## src/rtl/data_mem_dma_arbiter.sv

```systemverilog
// Arbitrates the single-port data_mem between CPU load/store and a DMA burst engine.
// Optional feature: define DATA_MEM_ARB_ABORT_EN to add dma_abort / dma_aborted.
module data_mem_dma_arbiter #(
    parameter int DATA_ADDR_WIDTH = 32,
    parameter int NUM_WORDS       = 128,
    parameter int LEN_WIDTH       = 8,
    parameter int MAX_STARVE      = 4
) (
    input  logic                       cpu_clk,
    input  logic                       cpu_rst_n,
    input  logic                       cpu_mem_read,
    input  logic                       cpu_mem_write,
    output logic                       cpu_stall,
    input  logic                       dma_req,
    input  logic                       dma_we,
    input  logic [DATA_ADDR_WIDTH-1:0] dma_base_addr,
    input  logic [LEN_WIDTH-1:0]       dma_len,
`ifdef DATA_MEM_ARB_ABORT_EN
    input  logic                       dma_abort,
    output logic                       dma_aborted,
`endif
    output logic                       dma_busy,
    output logic                       dma_beat,
    output logic                       dma_done,
    output logic [DATA_ADDR_WIDTH-1:0] dma_data_mem_raddr,
    output logic [DATA_ADDR_WIDTH-1:0] dma_data_mem_waddr,
    output logic                       data_mem_read_ctrl_by,
    output logic                       data_mem_write_ctrl_by,
    output logic                       data_mem_write
);

    localparam int SW = $clog2(MAX_STARVE + 1);
    localparam logic [SW-1:0]              STARVE_MAX = SW'(MAX_STARVE);
    localparam logic [DATA_ADDR_WIDTH-1:0] WRAP_AT    = DATA_ADDR_WIDTH'(NUM_WORDS);
    localparam logic [DATA_ADDR_WIDTH-1:0] ADDR_ONE   = DATA_ADDR_WIDTH'(1);
    localparam logic [LEN_WIDTH-1:0]       LEN_ONE    = LEN_WIDTH'(1);

    typedef enum logic {
        S_IDLE,
        S_RUN
    } state_t;

    state_t                       r_state;
    logic [DATA_ADDR_WIDTH-1:0]   r_addr;
    logic [LEN_WIDTH-1:0]         r_remaining;
    logic [SW-1:0]                r_starve;
    logic                         r_we;
    logic                         r_done;
`ifdef DATA_MEM_ARB_ABORT_EN
    logic                         r_aborted;
`endif

    logic                         w_cpu_busy;
    logic                         w_run;
    logic                         w_abort;
    logic                         w_slot;
    logic [DATA_ADDR_WIDTH-1:0]   w_addr_inc;
    logic [DATA_ADDR_WIDTH-1:0]   w_addr_next;

    assign w_cpu_busy = cpu_mem_read | cpu_mem_write;
    assign w_run      = (r_state == S_RUN);

`ifdef DATA_MEM_ARB_ABORT_EN
    assign w_abort = dma_abort;
`else
    assign w_abort = 1'b0;
`endif

    // An aborting cycle never owns the memory, so the CPU keeps it even when starved.
    assign w_slot      = w_run && !w_abort && (!w_cpu_busy || (r_starve == STARVE_MAX));
    assign w_addr_inc  = r_addr + ADDR_ONE;
    assign w_addr_next = (w_addr_inc == WRAP_AT) ? '0 : w_addr_inc;

    always_ff @(posedge cpu_clk or negedge cpu_rst_n) begin
        if (!cpu_rst_n) begin
            r_state     <= S_IDLE;
            r_addr      <= '0;
            r_remaining <= '0;
            r_starve    <= '0;
            r_we        <= 1'b0;
            r_done      <= 1'b0;
`ifdef DATA_MEM_ARB_ABORT_EN
            r_aborted   <= 1'b0;
`endif
        end else begin
            // NOTE: pulse flags default low every edge and are set only where they fire;
            // all state here uses <= so every branch sees the pre-edge values.
            r_done <= 1'b0;
`ifdef DATA_MEM_ARB_ABORT_EN
            r_aborted <= 1'b0;
`endif
            case (r_state)
                S_IDLE: begin
                    r_starve <= '0;
                    if (dma_req) begin
                        if (dma_len == '0) begin
                            r_done <= 1'b1;
                        end else begin
                            r_state     <= S_RUN;
                            r_addr      <= dma_base_addr;
                            r_remaining <= dma_len;
                            r_we        <= dma_we;
                        end
                    end
                end
                S_RUN: begin
`ifdef DATA_MEM_ARB_ABORT_EN
                    if (w_abort) begin
                        r_state   <= S_IDLE;
                        r_starve  <= '0;
                        r_done    <= 1'b1;
                        r_aborted <= 1'b1;
                    end else
`endif
                    if (w_slot) begin
                        r_addr      <= w_addr_next;
                        r_remaining <= r_remaining - LEN_ONE;
                        r_starve    <= '0;
                        if (r_remaining == LEN_ONE) begin
                            r_state <= S_IDLE;
                            r_done  <= 1'b1;
                        end
                    end else if (r_starve != STARVE_MAX) begin
                        r_starve <= r_starve + SW'(1);
                    end
                end
                default: r_state <= S_IDLE;
            endcase
        end
    end

    assign dma_busy               = w_run;
    assign dma_beat               = w_slot;
    assign dma_done               = r_done;
    assign dma_data_mem_raddr     = r_addr;
    assign dma_data_mem_waddr     = r_addr;
    assign data_mem_read_ctrl_by  = w_slot;
    assign data_mem_write_ctrl_by = w_slot;
    assign cpu_stall              = w_slot && w_cpu_busy;
    assign data_mem_write         = w_slot ? r_we : cpu_mem_write;
`ifdef DATA_MEM_ARB_ABORT_EN
    assign dma_aborted            = r_aborted;
`endif

endmodule

```

## config.mk

```make
export PLATFORM = sky130hd
export DESIGN_NAME = data_mem_dma_arbiter
export DESIGN_NICKNAME = d
export VERILOG_FILES = /design/src/rtl/data_mem_dma_arbiter.sv
export SDC_FILE = /design/constraint.sdc
export NUM_CORES = 1
export LEC_CHECK = 0
export CORE_MARGIN = 5
export CORE_UTILIZATION = 47
export CTS_CLUSTER_DIAMETER = 60
export DETAILED_ROUTE_END_ITERATION = 16
export GPL_TIMING_DRIVEN = 1
export HOLD_SLACK_MARGIN = 0.05
export PLACE_DENSITY_LB_ADDON = 0.3
export SYNTH_ARGS = -nofsm -noshare
export SYNTH_HDL_FRONTEND = slang
export SYNTH_SLANG_ARGS = --single-unit
export TNS_END_PERCENT = 10
```

## constraint.sdc

```tcl
create_clock -name cpu_clk -period 3.7 [get_ports cpu_clk]
set_clock_uncertainty 0.05 [all_clocks]
set_input_delay 0.925 -clock cpu_clk [delete_from_list [all_inputs] [get_ports cpu_clk]]
set_output_delay 0.925 -clock cpu_clk [all_outputs]
set_load 0.01 [all_outputs]
```

==> impl_metrics.toml <==
[status]
outcome = "finished, final reports clean"

[synthesis]
syn_inst = 471
netlist_area_um2 = 3590
synth_top_area_share_pct = 32.1
synth.distinct_cells = 56
ys_seq_area_share_pct = 32.1
synth_commonest_cells = "64 x a21oi_1, 55 x nand2_1, 46 x dfrtp_1, 35 x buf_4, 34 x o21ai_0"
synth_top_family_by_area = "simple AND/OR/NAND/NOR gates"
synth.avg_cell_area_um2 = 7.62
synth_mux_area_share_pct = 1.43
yosys_warnings = 0
synth.ff_latch_count = 46
synth_xor_area_share_pct = 1.46
synth_most_common_cell = "a21oi_1"
synth_compound_area_share_pct = 23.8
synth.area.top_cells = "dfrtp_1 32%, a21oi_1 8.9%, buf_4 7.3%"
synth_fa_ha_area_share_pct = 1.74
synth_edf_count = 0
syn-num-nets = 522
ys.flop_type = "dfrtp_1"
synth-simple-area-share_pct = 27.0
synth-async-reset-ratio_pct = 100
yosysTopAreaCell = "dfrtp_1"

[floorplanning]
dieArea_um2 = 9480
fp.dieW_um = 97.4
die_height_um = 97.4
ioPinCount = 117
std_cell_rows = 31
core-area_um2 = 7330
start_util_pct = 48.9

[power_and_ir_drop]
finalPower_uw = 3580
p_per_area_nw_per_um2 = 778
ir_drop_v = 0.000385
p_leak_uw = 0.00179

[clock_network]
ctsLongestPathBuffers = 2
htreeDepth = 2
numCtsBuffers = 5
clkLatencyLatePin_ps = 300
cts_sinks = 46
hold_buffers = 0
cts_root_buf = "clkbuf_8"
clk_pin_slew_worst_paths_ps = 80
post_cts_buffers = 0
tritoncts = "done"
cts_resized = 0

[placed_design]
place_congestion = 0.866
dpl.hpwl_um = 7430
dpl.cell_count = 623
portBuffers = 116

[layout]
layout.cells.non_filler = 631
fillers = 655
drive_gt1_share_pct = 4.51
layout.nets = 582
multi_input_area_um2 = 1990
seq_area_um2 = 1150
syn2layout_area_growth_pct = 28.4
insertedDiodeCount = 0

[setup_path]
end_kind = "output port"
startpoint_type = "primary input"
crit_required_ps = 2720
crit_path_frequent_cell = "clkdlybuf4s50_1"
cp_slowest_cell = "clkdlybuf4s50_1"
arrival_ps = 2550
worstSetupPathType = "in -> out"
critPathMaxFanout = 6
path_cells = "clkdlybuf4s50_1 -> o21ai_0 -> and2_2 -> mux2_2 -> clkdlybuf4s50_1"
cp_slowest_stage_delay_ps = 480

[global_route]
grt_max_degree = 97
grt_first_pass_wirelength_um = 17000
grt_overflow = 0
grt_pass1_vias = 3399
track_usage_pct = 21.1
antenna_found_initial = 0

[timing]
relSlewSlack_pct = 29.4
grt_setup_unrepaired = "no"
finalSetupViolCount = 0
fin_crit_ps = 3530
finalSetupTns_ps = 0
drv_slew = 0
worstMarginPinSlew_ps = 1060
finalCritPeriodShare_pct = 95.4
hold_viol = 0
max_freq_mhz = 283

[detailed_routing]
route.vias.total = 3645
antenna_left = 0
vias_per_cell = 5.78
wire_per_inst_um = 16.3
drc = 0
drt_first_pass_iters = 4
dr.first_iter.drc_count = 228
wirelength_um = 10300

[worst_hold_path]
hold_class = "reg -> reg"

[flow_run]
cap_violations = 0
critical path, delay by kind of cell:
| kind | cells | cell delay, ps |
|---|---|---|
| compound gates | 1 | 140 |
| buf+inv | 2 | 930 |
| mux | 1 | 340 |
| simple gates | 1 | 220 |
per-layer routing:
layer / vias to the layer above / routed length [um] / GRT usage [%]
li1: 1804 / - / -
met1: 1707 / 4360 / 26.8
met2: 120 / 5130 / 36.3
met3: 14 / 629 / 4.09
met4: 0 / 164 / 6.28
met5: - / 0 / 0
where the power goes:
part | switching [uW] | internal, uW | leakage [uW]
Sequential | 471 | 730 | 0.000542
Clock | 171 | 135 | 0.0000395
Combinational | 987 | 1090 | 0.00121
sequential cells by signal, indices dropped and copies added (netlist names):
signal / flops
dma_busy: 1
dma_data_mem_raddr: 32
r_starve: 3
dma_done: 1
r_we: 1
r_remaining: 8
path summary, 6_finish.rpt:
path                            cells after the start                           endpoint                              start  slack (ps)
worst max-delay path                                5                     data_mem_write                      cpu_mem_write         170
worst min-delay path                                1            r_starve[0]$_DFFE_PN0P_            r_starve[0]$_DFFE_PN0P_         420
worst max register to register                      7  dma_data_mem_raddr[7]$_DFFE_PN0P_  dma_data_mem_raddr[7]$_DFFE_PN0P_         720
worst min register to register                      1            r_starve[0]$_DFFE_PN0P_            r_starve[0]$_DFFE_PN0P_         420
max in group asynchronous                           1                 dma_busy$_DFF_PN0_                          cpu_rst_n        2120
min in group asynchronous                           1         r_remaining[1]$_DFFE_PN0P_                          cpu_rst_n         760
final cells by class:
class / instances / share of cell area [%]
tap: 99 / 2.69
clock buffer: 8 / 1.74
sequential: 46 / 25.0
multi-input combinational: 345 / 43.3
timing repair buffer: 122 / 26.4
inverter: 11 / 0.896
kinds of logic (layout without fill, tap and decap cells):
kind of cell / after synthesis / after routing
simple gates: 182 / 182
compound gates: 147 / 147
buf+inv: 80 / 141
flops: 46 / 46
xor+xnor: 6 / 6
fa+ha+maj: 5 / 5
mux: 5 / 5
placed cells by master (no fill, tap or decap), types with 2 or more instances in the layout:
cell	n
clkdlybuf4s50_1	115
a21oi_1	64
nand2_1	55
dfrtp_1	45
o21ai_0	34
nand3_1	23
nor2_1	21
nand4_1	17
o22ai_1	16
inv_1	11
nor3b_1	11
nor3_1	9
nor4_1	8
and4_1	8
nand2b_1	6
ha_1	5
clkbuf_8	5
buf_4	5
or3_1	4
xnor2_1	4
o31ai_1	4
mux2i_1	4
and3_1	3
and2_1	3
o211ai_1	3
a22oi_1	3
o21ai_1	3
clkbuf_1	3
and2_2	2
a21o_1	2
a41oi_1	2
o2111ai_1	2
xor2_1	2
a211oi_1	2
nor2b_1	2
a221oi_1	2
o32ai_1	2
stage by stage:
step	hold WS, ps	util (%)	setup slack (ps)	instance area [um^2]
global route	432	62.8	63.0	4610
finish	420	62.8	170	4610
CTS	425	62.8	106	4600
detailed placement	413	61.7	114	4520
floorplan	388	-	687	3590
global placement	401	61.7	161	4520
(Power assumes the default switching activity.)
